## src/rtl/uart_tx_queue.sv

```systemverilog
// uart_tx_queue: byte FIFO plus launch sequencer feeding uart_tx.
//
// Producers push one byte per cycle. The sequencer hands bytes to uart_tx
// one at a time and waits out each frame, so no byte is lost while the
// transmitter is busy.
//
// Ports:
//   clock       system clock (100 MHz)
//   reset       asynchronous, active-low
//   push_valid  producer offers push_data this cycle
//   push_data   byte to enqueue
//   push_ready  FIFO not full (derived from registered count only)
//   flush       synchronous clear of queued, not-yet-launched bytes
//   tx_busy     busy flag from uart_tx
//   tx_start    one-cycle launch pulse to uart_tx
//   tx_data     byte presented to uart_tx, held until the next launch
//   count       bytes queued, excluding any byte in flight
//   empty       count == 0
//   overflow    pulse when push_valid is high while full (byte dropped)
//
// Optional feature, macro UART_TXQ_PRIORITY_EN:
//   prio_valid / prio_data load a single-entry priority register. When it
//   is occupied, it launches ahead of the FIFO head without touching the
//   FIFO. flush also clears it.
module uart_tx_queue #(
  parameter int DEPTH     = 8,
  parameter int ADDR_BITS = 3,
  parameter int BUSY_WAIT = 4
) (
  input  logic                 clock,
  input  logic                 reset,
  input  logic                 push_valid,
  input  logic [7:0]           push_data,
  output logic                 push_ready,
  input  logic                 flush,
  input  logic                 tx_busy,
  output logic                 tx_start,
  output logic [7:0]           tx_data,
  output logic [ADDR_BITS:0]   count,
  output logic                 empty,
`ifdef UART_TXQ_PRIORITY_EN
  input  logic                 prio_valid,
  input  logic [7:0]           prio_data,
`endif
  output logic                 overflow
);

  typedef enum logic [1:0] {
    IDLE,
    LAUNCH,
    DRAIN
  } state_t;

  localparam logic [ADDR_BITS:0] FULL_COUNT = (ADDR_BITS + 1)'(DEPTH);
  localparam logic [3:0]         WAIT_LIMIT = 4'(BUSY_WAIT);

  logic [7:0]           mem [DEPTH];
  logic [ADDR_BITS-1:0] wr_ptr;
  logic [ADDR_BITS-1:0] rd_ptr;
  logic [3:0]           wait_cnt;
  state_t               state;

  logic full;
  logic push_acc;
  logic launch_fifo;
  logic launch_ok;

  assign full       = (count == FULL_COUNT);
  assign push_ready = !full;
  assign empty      = (count == '0);
  // flush swallows a same-cycle push silently, so it also masks overflow.
  assign overflow   = push_valid && full && !flush;
  assign push_acc   = push_valid && !full && !flush;
  assign launch_ok  = (state == IDLE) && !tx_busy && !flush;

`ifdef UART_TXQ_PRIORITY_EN
  logic       prio_occ;
  logic [7:0] prio_reg;
  logic       launch_prio;

  assign launch_prio = launch_ok && prio_occ;
  assign launch_fifo = launch_ok && !prio_occ && !empty;

  // A new prio_valid in the same cycle as a priority launch keeps the
  // register occupied with the fresh byte.
  always_ff @(posedge clock or negedge reset) begin
    if (!reset) begin
      prio_occ <= 1'b0;
      prio_reg <= '0;
    end else if (flush) begin
      prio_occ <= 1'b0;
    end else if (prio_valid) begin
      prio_occ <= 1'b1;
      prio_reg <= prio_data;
    end else if (launch_prio) begin
      prio_occ <= 1'b0;
    end
  end
`else
  assign launch_fifo = launch_ok && !empty;
`endif

  // Storage has no reset; only pointers and count define validity.
  always_ff @(posedge clock) begin
    if (push_acc) begin
      mem[wr_ptr] <= push_data;
    end
  end

  always_ff @(posedge clock or negedge reset) begin
    if (!reset) begin
      wr_ptr <= '0;
      rd_ptr <= '0;
      count  <= '0;
    end else if (flush) begin
      rd_ptr <= wr_ptr;
      count  <= '0;
    end else begin
      if (push_acc) begin
        wr_ptr <= wr_ptr + 1'b1;
      end
      if (launch_fifo) begin
        rd_ptr <= rd_ptr + 1'b1;
      end
      case ({push_acc, launch_fifo})
        2'b10:   count <= count + 1'b1;
        2'b01:   count <= count - 1'b1;
        default: count <= count;
      endcase
    end
  end

  always_ff @(posedge clock or negedge reset) begin
    if (!reset) begin
      state    <= IDLE;
      tx_start <= 1'b0;
      tx_data  <= '0;
      wait_cnt <= '0;
    end else begin
      tx_start <= 1'b0;
      case (state)
        IDLE: begin
`ifdef UART_TXQ_PRIORITY_EN
          if (launch_prio) begin
            tx_data  <= prio_reg;
            tx_start <= 1'b1;
            wait_cnt <= '0;
            state    <= LAUNCH;
          end else
`endif
          if (launch_fifo) begin
            tx_data  <= mem[rd_ptr];
            tx_start <= 1'b1;
            wait_cnt <= '0;
            state    <= LAUNCH;
          end
        end
        LAUNCH: begin
          if (tx_busy) begin
            state <= DRAIN;
          end else begin
            // No busy response: give up after BUSY_WAIT cycles and treat
            // the byte as consumed.
            wait_cnt <= wait_cnt + 1'b1;
            if ((wait_cnt + 4'd1) == WAIT_LIMIT) begin
              state <= IDLE;
            end
          end
        end
        DRAIN: begin
          if (!tx_busy) begin
            state <= IDLE;
          end
        end
        default: state <= IDLE;
      endcase
    end
  end

endmodule

```

## config.mk

```make
export PLATFORM = sky130hd
export DESIGN_NAME = uart_tx_queue
export DESIGN_NICKNAME = d
export VERILOG_FILES = /design/src/rtl/uart_tx_queue.sv
export SDC_FILE = /design/constraint.sdc
export NUM_CORES = 1
export LEC_CHECK = 0
export CORE_ASPECT_RATIO = 0.8
export CORE_MARGIN = 2
export CORE_UTILIZATION = 60
export DETAILED_ROUTE_END_ITERATION = 12
export PLACE_DENSITY = 0.78
export REMOVE_ABC_BUFFERS = 1
export SLEW_MARGIN = 15
export SYNTH_ARGS = -nofsm -noshare
export SYNTH_HDL_FRONTEND = slang
export SYNTH_SLANG_ARGS = --single-unit
export TNS_END_PERCENT = 10
```

## constraint.sdc

```tcl
create_clock -name clock -period 5.1 [get_ports clock]
set_clock_uncertainty 0.1 [all_clocks]
set_input_delay 0.51 -clock clock [delete_from_list [all_inputs] [get_ports clock]]
set_output_delay 0.51 -clock clock [all_outputs]
set_load 0.01 [all_outputs]
```

== Yosys cells after proc, flatten, opt, wreduce, memory -nomap -nowiden ==
Memories as Yosys holds them, arrays and structs flattened. A register that Yosys moved wholly into a read port is not among the register bits.
Cells that the tools add are included.
Word-level totals
  register bits: 17
  memory bits (writable): 64
  input port bits: 13
  output and inout bits: 16
  memories kept: 1
Cells by class
  add/sub/neg operators: 5
  equal/unequal tests: 10
  mux-type cells: 16
  bitwise gates (word level): 1
  reductions and logical operators: 21
Memories
  mem: words 8, bits a word 8, read ports 1, clocked after Yosys merged registers in 1, wr ports 1, RTL line 57  | logic [7:0] mem [DEPTH];
Operators by type and width (number)
  $pmux W4 S2: 2
  $mux W4: 3
  $add A4 B1 Y4 const B: 2
  $mux W2: 4
  $logic_and A1 B1 Y1: 7
  $add A3 B1 Y3 const B: 2
  $mux W3: 2
  $ne A2 B2 Y1 const B: 3
  $pmux W2 S3: 1
  $reduce_and A3 Y1: 2
  $logic_not A1 Y1: 5
  $eq A2 B1 Y1 const B: 2
  $eq A2 B2 Y1 const B: 2
  $eq A4 B3 Y1 const B: 1
  $eq A4 B4 Y1 const B: 1
  $logic_not A4 Y1: 1
  $mux W1: 4
  $reduce_and A2 Y1: 2
  $reduce_bool A2 Y1: 2
  $sub A4 B1 Y4 const B: 1
  $ne A3 B3 Y1 const B: 1
  $reduce_bool A3 Y1: 1
  $logic_not A2 Y1: 1
  $not A1 Y1: 1

== Longest topological paths before layout ==
Gate-level depths: netlist of the first run.
  depth in word-level cells: 7
  gate-level depth with buffers: 10
  gate-level depth less buffers: 8

== Worst setup path after synthesis of the first run ==
No wires, ideal clock.
  kind: register to register
  start point: reg count[1]
  end point: reg count[3]
  arrival: 2595 ps
  setup slack: 2331 ps
  stages on the path, launching flop included: 11
  path buffers: 2
  clock period less this slack: 2769 ps
  cells stage by stage: dfrtp_1 -> buf_6 -> or4b_4 -> nor2b_1 -> buf_2 -> nor2_4 -> ha_1 -> a31oi_1 -> nand2_1 -> mux4_2 -> o21ai_2
Between the ends
  word-level cells in the longest chain between the ends: 7
  elaborated cells between the ends (all ways): 14
  classes of those cells: 2 x add/sub; 3 x eq/ne; 2 x mux; 7 x reduce/logical
Ends and longest elaborated chain
  from (decl): RTL line 39  | output logic [ADDR_BITS:0] count,
  from (signal assigned): RTL line 126  | 2'b10: count <= count + 1'b1;
  from (signal assigned): RTL line 127  | 2'b01: count <= count - 1'b1;
  from (signal assigned): RTL line 128  | default: count <= count;
  $eq A4 B4 Y1 (*): RTL line 68  | assign full = (count == FULL_COUNT);
  $logic_not A1 Y1 (*)
  named net push_ready: RTL line 34  | output logic push_ready,
  $logic_and A1 B1 Y1 (*) (2 in series): RTL line 73  | assign push_acc = push_valid && !full && !flush;
  $eq A2 B1 Y1 or $eq A2 B2 Y1 (tied branches): RTL line 125  | case ({push_acc, launch_fifo})
  $pmux W4 S2: RTL line 125
  $mux W4: RTL line 115  | end else if (flush) begin
Mark *: on every way through the listed nets, which the timed path passes. The rest lies on a longest branch.
A chain may end at the register's enable or synchronous reset.

== Final worst setup path of the first run ==
  start point: in flush
  end point: reg count[3]
Between the ends
  word-level cells in the longest chain between the ends: 6
  elaborated cells between the ends (all ways): 9
  classes of those cells: 2 x eq/ne; 2 x mux; 5 x reduce/logical
Ends and longest elaborated chain
  from (decl): RTL line 35  | input logic flush,
  $logic_not A1 Y1: RTL line 73, 74
  $logic_and A1 B1 Y1: RTL line 74  | assign launch_ok = (state == IDLE) && !tx_busy && !flush;
  $logic_and A1 B1 Y1: RTL line 100  | assign launch_fifo = launch_ok && !empty;
  $eq A2 B1 Y1 or $eq A2 B2 Y1 (tied branches): RTL line 125
  $pmux W4 S2: RTL line 125
  $mux W4: RTL line 115
Several ways; a longest one is shown, not always the timed one.

==> results of run 1 <==
-- layout make-up --
type / instances / area, um^2 / share of cell area, %
Tap cell: 81 / 101 / 2.34
Clock buffer: 13 / 170 / 3.93
Inverter: 1 / 3.75 / 0.0868
Sequential cell: 89 / 2550 / 58.9
Multi-Input combinational cell: 133 / 1150 / 26.7
Clock inverter: 3 / 21.3 / 0.492
Timing Repair Buffer: 34 / 325 / 7.52
-- per-stage QoR --
stage	hold WS [ns]	cells	total power, mW
2_1_floorplan	0.114	223	1.44
4_1_cts	0.390	354	2.16
3_3_place_gp	0.362	338	1.69
3_5_place_dp	0.370	338	1.71
6_report	0.381	354	2.14
5_1_grt	0.428	354	2.27
-- cells in the final DEF, fill, tap and decap left out, types with 6 or more instances in the layout --
master           netlist  routed
dfrtp_1               25      24
nor2_1                 7       7
ha_1                   6       6
buf_4                  1       6
o21ai_0               16      16
edfxtp_1              64      64
nand2b_1               6       6
clkbuf_8               0      10
clkdlybuf4s50_1        0      28
xnor2_1                7       7
mux4_2                17      17
mux2i_1               10      10
nand2_1               26      26
-- routing by layer --
| metal | wire (um) | part of all wire, % |
|---|---|---|
| met5 | 0 | 0 |
| met4 | 85 | 1.3 |
| met3 | 526 | 7.8 |
| met2 | 3030 | 45 |
| met1 | 3080 | 46 |
-- cell families after synthesis --
logic type,after synthesis,synth area share (%)
AO/OA/AOI/OAI,26,4.10
flip-flops,89,67.8
buffers and inverters,12,1.60
adder cells (fa/ha/maj),6,2.00
multiplexers,27,12.9
AND/OR/NAND/NOR,63,9.06
XOR/XNOR,11,2.56
-- how the worst min path moves through the flow --
stage | end | cells past startpoint | startpoint
6_report | tx_data[7]$_DFFE_PN0P_ | 2 | tx_data[7]$_DFFE_PN0P_
5_1_grt | tx_data[0]$_DFFE_PN0P_ | 2 | tx_data[0]$_DFFE_PN0P_
4_1_cts | tx_data[7]$_DFFE_PN0P_ | 2 | tx_data[7]$_DFFE_PN0P_
3_5_place_dp | tx_data[7]$_DFFE_PN0P_ | 2 | tx_data[7]$_DFFE_PN0P_
3_3_place_gp | tx_data[7]$_DFFE_PN0P_ | 2 | tx_data[7]$_DFFE_PN0P_
2_1_floorplan | count[0]$_DFFE_PN0P_ | 0 | reset
-- state kept, by name, indices dropped and copies added, names as in the netlist --
signal    flops
wr_ptr        3
wait_cnt      4
tx_start      1
state         2
mem          64
tx_data       8
rd_ptr        3
count         4
-- cells in the mapped netlist --
cell type	n	share of area (%)
a21o_1	1	0.20
nor4_1	1	0.17
buf_6	1	0.30
inv_2	1	0.10
nor4_2	1	0.33
a22oi_1	2	0.40
nor3b_1	2	0.40
ha_1	6	2.0
buf_1	2	0.20
nor2_1	7	0.70
o21ai_0	16	2.1
and2_1	3	0.50
mux4_2	17	10
nand2_1	26	2.6
edfxtp_1	64	51
o21ai_1	1	0.13
o32ai_1	1	0.23
nor2_4	1	0.30
buf_4	1	0.20
buf_2	3	0.40
o21ai_2	1	0.23
xnor2_1	7	1.6
and2_4	1	0.23
o2111ai_1	1	0.23
nor2b_1	1	0.17
nand3_1	5	0.67
nand2b_1	6	1.0
nor3_1	5	0.67
dfrtp_1	25	17
clkbuf_1	4	0.40
mux2i_1	10	2.7
a21oi_1	1	0.13
nand3b_1	1	0.20
o221ai_1	1	0.23
xor2_1	4	0.93
nor4_4	1	0.57
or4b_4	1	0.37
or2b_1	1	0.20
a31oi_1	1	0.17
-- power by group through the flow --
stage | registers [mW] | logic [mW] | clock network, mW
2_1_floorplan | 1.07 | 0.377 | 0
3_3_place_gp | 1.09 | 0.597 | 0
3_5_place_dp | 1.10 | 0.605 | 0
4_1_cts | 1.09 | 0.610 | 0.468
5_1_grt | 1.11 | 0.669 | 0.492
6_report | 1.08 | 0.604 | 0.457
-- critical path: cells and delay by family --
kind            cells  cell delay [ns]
simple gates        4             1.04
mux                 1             0.51
fa+ha+maj           1             0.37
compound gates      2             0.25
buf+inv             1             0.64
==> summary.txt, run 1 <==
Drt
  – DRC: 0
  – Routed wire length: 6.72 mm
  – Vias/cell: 5.69
  – DRT antenna net count: 0
  – Drt first pass iters: 4
  – Initial DRC Count: 192
  – DR WL/cell: ~19 um
  – Via Count: 2013

Power
  – Logic pwr share: roughly 28%
  – Leakage: 1.55 nW
  – Psw: 0.673 mW
  – Power share of the sequential group: between 50% and 60%
  – Switching Share: a little under a third
  – Power density cells: roughly 500 nW/um^2
  – Clk pwr share: 21.3%
  – VDD IR max: 0.306 mV
  – P_int: 1.47 mW

Placed design
  – Pre-CTS setup slack: 1.61 ns
  – Placed cell area: slightly above 4000 um^2
  – RePlAce Congestion: 0.799
  – DP Wirelength: 4.32 mm
  – PortBufs: 28

Worst setup path
  – Data required time of the critical path: 5.28 ns
  – Crit Path Max Fanout: 12
  – Crit path DAT: 3.31 ns
  – Reg2Reg Depth: 8
  – CP startpoint: flush
  – CP endpoint kind: register
  – WS Path Type: input port to register
  – CP Capture Point: count[3]$_DFFE_PN0P_
  – Critical Path Source Type: input port
  – CP cell instances: clkdlybuf4s50_1, nand2b_1, nor2b_1, nor2_4, ha_1, o2111ai_1, nand2_1, mux4_2, o21ai_2
  – Worst flop-to-flop path endpoint: count[3]$_DFFE_PN0P_
  – Slowest cell delay on critical path: 0.64 ns
  – R2R setup slack: 2.27 ns
  – R2r startpoint: count[1]$_DFFE_PN0P_
  – CP max stage cell: clkdlybuf4s50_1

Global route
  – GR Util met3: 5.81%
  – Total GRT Usage: 22.0%
  – Gr ovfl total: 0
  – Global-route wire length before repair: 10.9 mm
  – Number of global-route vias before repair: 1982
  – GR Util met2: about 32%
  – Met1 usage: 33.2%
  – Gr busiest metal: met1
  – Initial antenna violation count: 0
  – Largest net degree at the start of global routing: 29

CTS
  – Post-CTS Resized: 0
  – Skew-Pair Late Insertion Delay: 0.35 ns
  – H-tree depth: 3
  – Setup bufs post-CTS: 0
  – Clk buf depth: 2
  – Root buffer cell: clkbuf_8
  – Clk sinks: 89
  – CTS Buf Count: 9
  – Worst-path clk slew: 0.09 ns
  – Post-CTS Hold Buffers: 0
  – CTS tree: done

Floorplan
  – IO Pins: 29
  – CORE AREA: 5970 um^2
  – Die Ht: 74.8 um
  – # rows: 25
  – Die W: 92.5 um
  – Starting density of the core: between 60% and 70%
  – DIE AREA: ~7000 um^2

Timing
  – RSZ-0062 raised after global routing: no
  – FMAX: around 0.32 GHz
  – Worst-margin pin slew: 1.11 ns
  – Setup WS post-layout: about 2.0 ns
  – Tcrit/Tclk final: 61.4%
  – Final setup viols: 0
  – Relative slew slack: 25.4%
  – Tmin final: between 3 and 4 ns
  – Final Max Slew Viols: 0
  – Final Hold Fails: 0
  – Fin Setup TNS: 0 ns

Status
  – Outcome: finished, final reports clean

Logic synthesis
  – Yosys reg bits: 89
  – Netlist cell types: 39
  – Ys Warns: 0
  – Post-Syn Area per Cell: 16.1 um^2
  – Syn Std Cell Area: between 3000 and 4000 um^2
  – Post-Synthesis Cells: 234
  – Sequential area share after synthesis: 67.8%

Final layout
  – # diodes: 0
  – Net count, final: 287
  – Layout cells sized above 1: about 17%
  – Fill cell total of the finished layout: 381
  – Syn-to-layout area delta: 15.2%
  – Core Util, Final: 72.4%
  – Fin area: 4330 um^2

Worst hold path
  – Worst Hold Class: register to register

Run
  – Max cap viols: 0
No activity file was read; power rests on OpenSTA's default activity.
==> inputs of run 2 (changes only) <==
--- a/config.mk
+++ b/config.mk
@@ -7,9 +7,9 @@
 export LEC_CHECK = 0
 export CORE_ASPECT_RATIO = 0.8
 export CORE_MARGIN = 2
-export CORE_UTILIZATION = 60
+export CORE_UTILIZATION = 52
 export DETAILED_ROUTE_END_ITERATION = 12
-export PLACE_DENSITY = 0.78
+export PLACE_DENSITY = 0.71
 export REMOVE_ABC_BUFFERS = 1
 export SLEW_MARGIN = 15
 export SYNTH_ARGS = -nofsm -noshare
==> constraint.sdc (replaced) <==
create_clock -name clock -period 2.6 [get_ports clock]
set_clock_uncertainty 0.1 [all_clocks]
set_input_delay 0.26 -clock clock [delete_from_list [all_inputs] [get_ports clock]]
set_output_delay 0.26 -clock clock [all_outputs]
set_load 0.01 [all_outputs]
==> run 2 against run 1 <==
Combinational power grew 140%. Sequential power grew 85%. Sequential share of layout area shrank 2.3 points. Clock power grew 86%. Highest routed layer unchanged. Final area grew 4.0%. Clock-buffer cell count shrank 3. Non-clock buffer count grew 21. Core utilization shrank 7.4 points. Die area grew 15%. Routed wire length grew 1.4%. Register-to-register slack lost 2.1 ns. Critical path depth shrank 1.
==> summary.txt, run 2 (synthesized netlist as in run 1, its figures left out) <==
Status
  – Outcome: finished, final reports clean (unchanged)

Floorplan
  – Starting density of the core: 54.2% (was 62.9%)
  – DIE AREA: 7920 um^2 (was 6910 um^2)
  – Die Ht: 80.0 um (was 74.8 um)
  – # rows: 27 (was 25)
  – Die W: 99.0 um (was 92.5 um)
  – IO Pins: 29 (unchanged)
  – CORE AREA: 6930 um^2 (was 5970 um^2)

Timing
  – Final Hold Fails: 0 (unchanged)
  – RSZ-0062 raised after global routing: no (unchanged)
  – Worst-margin pin slew: 0.668 ns (was 1.11 ns)
  – Tcrit/Tclk final: between 90 and 100%
  – Final hold slack: 0.167 ns (was 0.381 ns)
  – Relative slew slack: 55.5% (was 25.4%)
  – Final Max Slew Viols: 0 (unchanged)
  – Final setup viols: 0 (unchanged)
  – Tmin final: between 2 and 2.5 ns
  – FMAX: 0.406 GHz

Power
  – Power density cells: 953 nW/um^2 (was 496 nW/um^2)
  – VDD IR max: 0.583 mV (was 0.306 mV)
  – Leakage: 1.67 nW (was 1.55 nW)

Drt
  – DR WL/cell: 17.9 um (was 19.0 um)
  – Initial DRC Count: 65 (was 192)
  – DRC: 0 (unchanged)
  – Via Count: 2121 (was 2013)
  – DRT antenna net count: 0 (unchanged)
  – Routed wire length: 6.81 mm (was 6.72 mm)
  – Vias/cell: 5.57 (was 5.69)
  – Drt first pass iters: 4 (unchanged)

CTS
  – CTS Buf Count: 9 (unchanged)
  – Clk sinks: 89 (unchanged)
  – H-tree depth: 3 (unchanged)
  – Post-CTS Hold Buffers: 0 (unchanged)
  – Worst-path clk slew: 0.09 ns (about the same)
  – CTS tree: done (unchanged)
  – Skew-Pair Late Insertion Delay: 0.35 ns (about the same)
  – Root buffer cell: clkbuf_8 (unchanged)
  – Clk buf depth: 2 (unchanged)

Final layout
  – Biggest register: mem (unchanged)
  – Non-Filler Instances: 381 (was 354)
  – Layout cells sized above 1: 23.8% (was 16.8%)
  – Net count, final: 308 (was 287)
  – Most frequent cells in the layout: edfxtp_1, clkdlybuf4s50_1, buf_4 (was edfxtp_1, clkdlybuf4s50_1, nand2_1)
  – Syn-to-layout area delta: 19.8% (was 15.2%)
  – Commonest non-fill, non-tap cell in the layout: edfxtp_1 (unchanged)
  – Fill cell total of the finished layout: 500 (was 381)
  – Largest registers: mem: 64 flops, tx_data: 8 flops (unchanged)
  – Max FFs per register: 64 (unchanged)
  – # diodes: 0 (unchanged)

Run
  – Max cap viols: 0 (unchanged)

Placed design
  – RePlAce Congestion: 0.821 (was 0.799)
  – PortBufs: 28 (unchanged)
  – DP Wirelength: 4.43 mm (was 4.32 mm)
  – Placed insts: 363 (was 338)

Worst setup path
  – CP endpoint kind: register (unchanged)
  – Critical Path Source Type: register (was input port)
  – Crit Path Max Fanout: 4 (was 12)
  – Crit path DAT: 2.65 ns (was 3.31 ns)
  – WS Path Type: register to register (was input port to register)
  – Reg2Reg Depth: 8 (unchanged)
  – Data required time of the critical path: 2.78 ns (was 5.28 ns)

Worst hold path
  – Worst Hold Class: input port to asynchronous set/reset pin (was register to register)

Global route
  – Largest net degree at the start of global routing: 28 (was 29)
  – Global-route wire length before repair: 10.8 mm (was 10.9 mm)
  – Initial antenna violation count: 0 (unchanged)
  – Total GRT Usage: 18.7% (was 22.0%)
  – Gr ovfl total: 0 (unchanged)
  – Number of global-route vias before repair: 2031 (was 1982)
## run 2: what timing repair did
action | CTS | global route
resized for setup | 0 | 3
setup endpoints to repair | 0 | 1
setup buffers | 0 | 2
## run 2: per-layer routing
metal / vias to the layer above / track usage [%] / part of all wire (%)
met5: - / 0 / 0
met1: 1063 / 26.6 / 47
met3: 10 / 5.60 / 4.9
li1: 1001 / - / -
met4: 0 / 5.75 / 1.3
met2: 47 / 28.2 / 47
## run 2: layout make-up
class                   count  area (um^2)  area share (%)
clock buffers              10          138            3.06
clock inverters             6         40.0           0.890
inverters                   1         3.75          0.0834
multi-input cells         133         1180            26.2
flip-flops and latches     89         2550            56.6
well taps                  87          109            2.42
repair buffers             55          483            10.7
## run 2: path summary, 6_finish.rpt
path,startpoint,endpoint,slack (ns)
worst min register to register,tx_data[5]$_DFFE_PN0P_,tx_data[5]$_DFFE_PN0P_,0.38
worst max register to register,count[1]$_DFFE_PN0P_,count[3]$_DFFE_PN0P_,0.14
max in group asynchronous,reset,tx_data[4]$_DFFE_PN0P_,1.97
min in group clock,tx_data[5]$_DFFE_PN0P_,tx_data[5]$_DFFE_PN0P_,0.38
worst max-delay path,count[1]$_DFFE_PN0P_,count[3]$_DFFE_PN0P_,0.14
worst min-delay path,reset,wait_cnt[0]$_DFFE_PN0P_,0.17
## run 2: critical path: stages (launching register included)
cell	delay, ns
dfrtp_1	0.40
or4b_4	0.56
nor2b_2	0.20
nor2_4	0.11
ha_4	0.22
a31oi_1	0.15
nand2_1	0.10
mux4_2	0.44
o21ai_2	0.12
## run 2: report_power, final
group | switching [mW] | total, mW | internal (mW) | leakage (nW)
Clock | 0.473 | 0.848 | 0.375 | 0.0945
Sequential | 0.244 | 2.00 | 1.76 | 0.900
Combinational | 0.625 | 1.44 | 0.810 | 0.671
## run 2: stage by stage
stage           TNS, ns  power (mW)  setup WS (ns)  util [%]  cell area [um^2]
2_1_floorplan    -0.395        2.83         -0.395         -              3700
3_3_place_gp          0        3.41         0.0706      61.8              4280
3_5_place_dp   -0.00819        3.44       -0.00819      61.8              4280
4_1_cts               0        4.29         0.0454      64.4              4460
5_1_grt               0        4.55         0.0331      65.0              4500
6_report              0        4.29          0.136      65.0              4500
